File: config.mk
export PLATFORM = sky130hd
export DESIGN_NAME = pipelined_adder
export DESIGN_NICKNAME = d
export VERILOG_FILES = /design/src/rtl/pipelined_adder_pkg.sv /design/src/rtl/adder_stage.sv /design/src/rtl/pipelined_adder.sv
export SDC_FILE = /design/constraint.sdc
export NUM_CORES = 1
export LEC_CHECK = 0
export ABC_AREA = 0
export ABC_CLOCK_PERIOD_IN_PS = 2500
export CORE_ASPECT_RATIO = 1.4
export CORE_UTILIZATION = 55
export CTS_CLUSTER_DIAMETER = 30
export DETAILED_ROUTE_END_ITERATION = 10
export GPL_ROUTABILITY_DRIVEN = 1
export PLACE_DENSITY_LB_ADDON = 0.15
export RECOVER_POWER = 100
export SYNTH_ARGS = -nofsm -noshare
export SYNTH_HDL_FRONTEND = slang
export SYNTH_SLANG_ARGS = --single-unit
File: constraint.sdc
create_clock -name clk -period 2.5 [get_ports clk]
set_input_delay 0.75 -clock clk [delete_from_list [all_inputs] [get_ports clk]]
set_output_delay 0.75 -clock clk [all_outputs]
set_load 0.02 [all_outputs]
File: src/rtl/pipelined_adder_pkg.sv
// pipelined_adder_pkg: chunk width derivation and add/sub mode encoding shared by the adder pipeline
package pipelined_adder_pkg;
  localparam logic MODE_ADD = 1'b0;
  localparam logic MODE_SUB = 1'b1;
  function automatic int chunk_width(input int bit_width, input int stages);
    return bit_width / stages;
  endfunction
endpackage

File: src/rtl/adder_stage.sv
// adder_stage: combinational W-bit ripple adder, ports a, b, cin in; sum, cout out
module adder_stage #(
  parameter int W = 4
) (
  input  logic [W-1:0] a,
  input  logic [W-1:0] b,
  input  logic         cin,
  output logic [W-1:0] sum,
  output logic         cout
);
  assign {cout, sum} = {1'b0, a} + {1'b0, b} + (W + 1)'(cin);
endmodule

File: src/rtl/pipelined_adder.sv
// pipelined_adder: STAGES-deep chunked add/sub with operand skew, result de-skew and global-stall valid/ready flow
module pipelined_adder
  import pipelined_adder_pkg::*;
#(
  parameter int BIT_WIDTH = 16,
  parameter int STAGES    = 4
) (
  input  logic                 clk,
  input  logic                 rst_n,
  input  logic                 in_valid,
  output logic                 in_ready,
  input  logic [BIT_WIDTH-1:0] a,
  input  logic [BIT_WIDTH-1:0] b,
  input  logic                 cin,
  input  logic                 sub,
  output logic                 out_valid,
  input  logic                 out_ready,
  output logic [BIT_WIDTH-1:0] sum,
  output logic                 cout,
  output logic                 overflow
);
  localparam int CHUNK = chunk_width(BIT_WIDTH, STAGES);
  localparam int L = STAGES - 1;
  localparam int M = BIT_WIDTH - 1;
  logic [STAGES-1:0]    v_r, c_r, v_nx, c_nx;
  logic [BIT_WIDTH-1:0] a_r [STAGES];
  logic [BIT_WIDTH-1:0] b_r [STAGES];
  logic [BIT_WIDTH-1:0] s_r [STAGES];
  logic [BIT_WIDTH-1:0] a_nx [STAGES];
  logic [BIT_WIDTH-1:0] b_nx [STAGES];
  logic [BIT_WIDTH-1:0] s_nx [STAGES];
  assign out_valid = v_r[L];
  assign in_ready  = out_ready || !out_valid;
  assign sum       = s_r[L];
  assign cout      = c_r[L];
  assign overflow  = (a_r[L][M] == b_r[L][M]) && (s_r[L][M] != a_r[L][M]);
  for (genvar k = 0; k < STAGES; k++) begin : g_stage
    logic [BIT_WIDTH-1:0] ai, bi, si, sn;
    logic                 ci, vi;
    logic [CHUNK-1:0]     cs;
    if (k == 0) begin : g_head
      assign ai = a;
      assign bi = (sub == MODE_SUB) ? ~b : b;
      assign ci = (sub == MODE_SUB) ? ~cin : cin;
      assign si = '0;
      assign vi = in_valid;
    end else begin : g_body
      assign ai = a_r[k-1];
      assign bi = b_r[k-1];
      assign ci = c_r[k-1];
      assign si = s_r[k-1];
      assign vi = v_r[k-1];
    end
    adder_stage #(.W(CHUNK)) u_add (
      .a   (ai[k*CHUNK +: CHUNK]),
      .b   (bi[k*CHUNK +: CHUNK]),
      .cin (ci),
      .sum (cs),
      .cout(c_nx[k])
    );
    always_comb begin
      sn = si;
      sn[k*CHUNK +: CHUNK] = cs;
    end
    assign a_nx[k] = ai;
    assign b_nx[k] = bi;
    assign s_nx[k] = sn;
    assign v_nx[k] = vi;
  end
  always_ff @(posedge clk or negedge rst_n)
    if (!rst_n) begin
      v_r <= '0;
      c_r <= '0;
      a_r <= '{default: '0};
      b_r <= '{default: '0};
      s_r <= '{default: '0};
    end else if (in_ready) begin
      v_r <= v_nx;
      c_r <= c_nx;
      a_r <= a_nx;
      b_r <= b_nx;
      s_r <= s_nx;
    end
endmodule

==> results.py <==
metrics = {
    "run_status": {
        "result_of_the_run": "complete, but fails checks",
        "failing_checks": "max-capacitance violations, max-slew violations",
    },
    "power_and_ir_drop": {
        "powerDensity_nw_per_um2": 1140,
        "finalPower_uw": 5870,
        "share_comb_of_total_power_pct": 37.3,
        "cellInternalPower_uw": 3720,
        "seq_power_share_pct": 45.7,
        "power.share.clock_pct": 17.0,
        "power_switching_uw": 2150,
        "switching_share_pct": 36.6,
        "power.ir.vdd_worst_uv": 584,
        "power.leakage_uw": 0.00258,
    },
    "synth": {
        "synth_top_area_share_pct": 56.3,
        "yosys.area.top_type": "sky130_fd_sc_hd__dfrtp_1",
        "synth_enable_flop_cells": 0,
        "cells_taking_the_most_area_after_synthesis": "sky130_fd_sc_hd__dfrtp_1 56%, sky130_fd_sc_hd__nand2_1 18%, sky130_fd_sc_hd__o21ai_0 3.8%",
        "post_synth_inst_count": 467,
        "postSynthNetCount": 525,
        "yosys_warnings": 0,
        "synth_common_cells": "214 x sky130_fd_sc_hd__nand2_1, 98 x sky130_fd_sc_hd__dfrtp_1, 33 x sky130_fd_sc_hd__o21ai_0",
        "synth_sequential_area_ratio_pct": 56.3,
        "most_common_flop_cell_mapped_by_yosys": "sky130_fd_sc_hd__dfrtp_1",
        "synth.ff_latch_count": 98,
        "yosys.cell_count.top_type": "sky130_fd_sc_hd__nand2_1",
        "synth.avg_cell_area_um2": 9.33,
        "async_reset_ff_share_pct": 100,
        "synthesis.area_um2": 4360,
        "synthDistinctLibCells": 24,
    },
    "sta": {
        "period_share_pct": 96.8,
        "final_critical_path_setup_slack_ns": 0.0792,
        "finalMaxSlewViolations": 35,
        "worst_clock_skew_ns": 0.00758,
        "holdWs_ns": 0.462,
        "rsz_0062_raised_after_global_routing": "no",
        "tns_ns": 0,
        "final_hold_viol_count": 0,
        "post-route-min-period_ns": 2.42,
        "max_slew.worst_pin.slew_ns": 1.97,
        "timing.fmax_mhz": 413,
        "maxSlewHeadroom_pct": -31.5,
        "final-setup-viol-count": 0,
    },
    "critical_path": {
        "path_buf_inv": 3,
        "critical_path_arrival_ns": 1.67,
        "critical_path.slowest_cell": "sky130_fd_sc_hd__clkdlybuf4s50_1",
        "crit_chain": "clkdlybuf4s50_1 -> nor2b_4 -> clkinvlp_2 -> clkbuf_2",
        "setup.worst_path.end_class": "output pin",
        "worst_path_dominant_cell_family": "buffers and inverters",
        "max_stage_delay_ns": 0.44,
        "start_kind": "input port",
        "timing_worst_setup_path_type": "in -> out",
        "critPathRequiredTime_ns": 1.75,
        "critical_path_peak_fanout": 2,
    },
    "layout": {
        "synthToLayoutAreaGrowth_pct": 18.0,
        "layout_net_count": 576,
        "insertedDiodeCount": 0,
        "layout-drive-gt1-share_pct": 4.59,
        "final_cells": 623,
    },
    "place": {
        "numPlacedInstances": 607,
        "dpl.hpwl_um": 5000,
        "placement.setup.worst_slack_ns": -0.238,
        "place_congestion": 0.748,
        "port_buffers": 57,
    },
    "hold_path": {
        "hp-class": "reg -> reg",
    },
    "routing": {
        "first_iter_violations": 211,
        "num_vias": 3047,
        "route.detailed.wl_per_inst_um": 12.0,
        "route.detailed.vias_per_inst": 4.89,
        "route.detailed.drc": 0,
        "drt_pass1_iterations": 4,
        "detail-route-antenna-nets": 0,
        "route.final.wire_length_um": 7460,
    },
    "clock_network": {
        "cts_max_path_buffers": 2,
        "numClockSinks": 98,
        "cts_root_buffer": "sky130_fd_sc_hd__clkbuf_8",
        "cts_resized": 2,
        "post-cts-setup-buffer-count": 0,
        "path_clk_slew_ns": 0.09,
        "cts_made_buffers": 9,
        "postCtsHoldBufs": 0,
        "clock_tree.htree_level_count": 3,
        "worst_skew_pair.late_latency_ns": 0.36,
        "cts_tree": "built",
    },
    "global_routing": {
        "total_routing_resource_utilization_after_global_routing_pct": 20.6,
        "antenna_violations_before_repair": 0,
        "pin_count_of_the_biggest_net_entering_global_routing": 100,
        "globalRouteOverflowTotal": 0,
        "via_count_of_the_first_global_routing_pass": 3037,
        "grt_first_pass_wirelength_um": 13100,
    },
    "floorplanning": {
        "placementRows": 38,
        "die_h_um": 107,
        "placeableCoreArea_um2": 7700,
        "effective_utilization_at_floorplan_pct": 56.5,
        "floorplan.die_area_um2": 8280,
        "die-width_um": 77.2,
        "floorplan.io_pins": 58,
    },
    "run": {
        "drv_cap": 1,
    },
}
## metal layers
| metal | up-vias | routed length [um] | GRT usage [%] |
|---|---|---|---|
| li1 | 1548 | - | - |
| met1 | 1447 | 3240 | 23.7 |
| met2 | 42 | 3850 | 36.9 |
| met3 | 10 | 210 | 3.90 |
| met4 | 0 | 158 | 9.70 |
| met5 | - | 0 | 0 |
## through the flow
step	instance area, um2	utilization, %
final	5140	66.7
after global routing	5140	66.7
after CTS	5150	66.9
after detailed placement	4950	64.2
after global placement	4950	64.2
after floorplan	4360	-
## final timing paths
kind	start	to	slack [ns]	cells past startpoint
worst max-delay path	out_ready	in_ready	0.08	4
worst min-delay path	sum[4]$_DFFE_PN0P_	sum[4]$_DFFE_PN0P_	0.46	2
worst max register to register	v_r[3]$_DFFE_PN0P_	g_stage[3].si[10]$_DFFE_PN0P_	0.62	5
worst min register to register	sum[4]$_DFFE_PN0P_	sum[4]$_DFFE_PN0P_	0.46	2
max in group asynchronous	rst_n	g_stage[1].bi[9]$_DFFE_PN0P_	0.34	2
min in group asynchronous	rst_n	g_stage[3].si[2]$_DFFE_PN0P_	0.94	1
## power groups by stage
stage	registers (uW)	clock network [uW]	logic, uW
after detailed placement	2720	0	2290
after CTS	2700	1020	2300
final	2680	997	2190
after global routing	2780	1080	2540
after floorplan	2800	0	1460
after global placement	2700	0	2210
## worst min-delay path, stage by stage (launching register included)
cell and delay, ns:
sky130_fd_sc_hd__dfrtp_1 0.34, sky130_fd_sc_hd__nand2_1 0.05, sky130_fd_sc_hd__nand2_1 0.04
## layout make-up
cell class                      count  area, um2
Timing Repair Buffer               63        617
Fill cell                         676       2560
Clock inverter                      1       5.00
Tap cell                          100        125
Clock buffer                       15        196
Multi-Input combinational cell    327       1670
Inverter                           19       72.6
Sequential cell                    98       2450
## layout by cell type, fill, tap and decap left out, types with 2 or more instances in the layout
cell type / count
sky130_fd_sc_hd__dfrtp_1: 98
sky130_fd_sc_hd__nor2b_1: 5
sky130_fd_sc_hd__o21ai_0: 34
sky130_fd_sc_hd__a21o_1: 3
sky130_fd_sc_hd__clkbuf_8: 14
sky130_fd_sc_hd__fa_1: 8
sky130_fd_sc_hd__nand2_1: 214
sky130_fd_sc_hd__buf_4: 3
sky130_fd_sc_hd__clkbuf_1: 2
sky130_fd_sc_hd__o21a_1: 2
sky130_fd_sc_hd__a21oi_1: 11
sky130_fd_sc_hd__dlygate4sd3_1: 19
sky130_fd_sc_hd__clkbuf_4: 2
sky130_fd_sc_hd__nor2_1: 13
sky130_fd_sc_hd__inv_1: 18
sky130_fd_sc_hd__xnor2_1: 10
sky130_fd_sc_hd__xor2_1: 10
sky130_fd_sc_hd__ha_1: 12
sky130_fd_sc_hd__clkdlybuf4s50_1: 36
## state kept, by name, indices dropped and copies added (netlist names)
signal and cells:
c_r 4, g_stage.ai 24, g_stage.bi 24, a_r 1, g_stage.si 24, v_r 4, b_r 1, sum 16
## cell families (layout without fill, tap and decap cells)
group / count (synthesis) / in the layout / synth area share (%)
AO/OA/AOI/OAI: 52 / 52 / 6.38
adder cells (fa/ha/maj): 20 / 20 / 7.12
AND/OR/NAND/NOR: 235 / 235 / 20.9
flip-flops: 98 / 98 / 56.3
buffers and inverters: 42 / 98 / 5.31
XOR/XNOR: 20 / 20 / 4.02
Note: power is estimated with default switching activity, not from simulation.
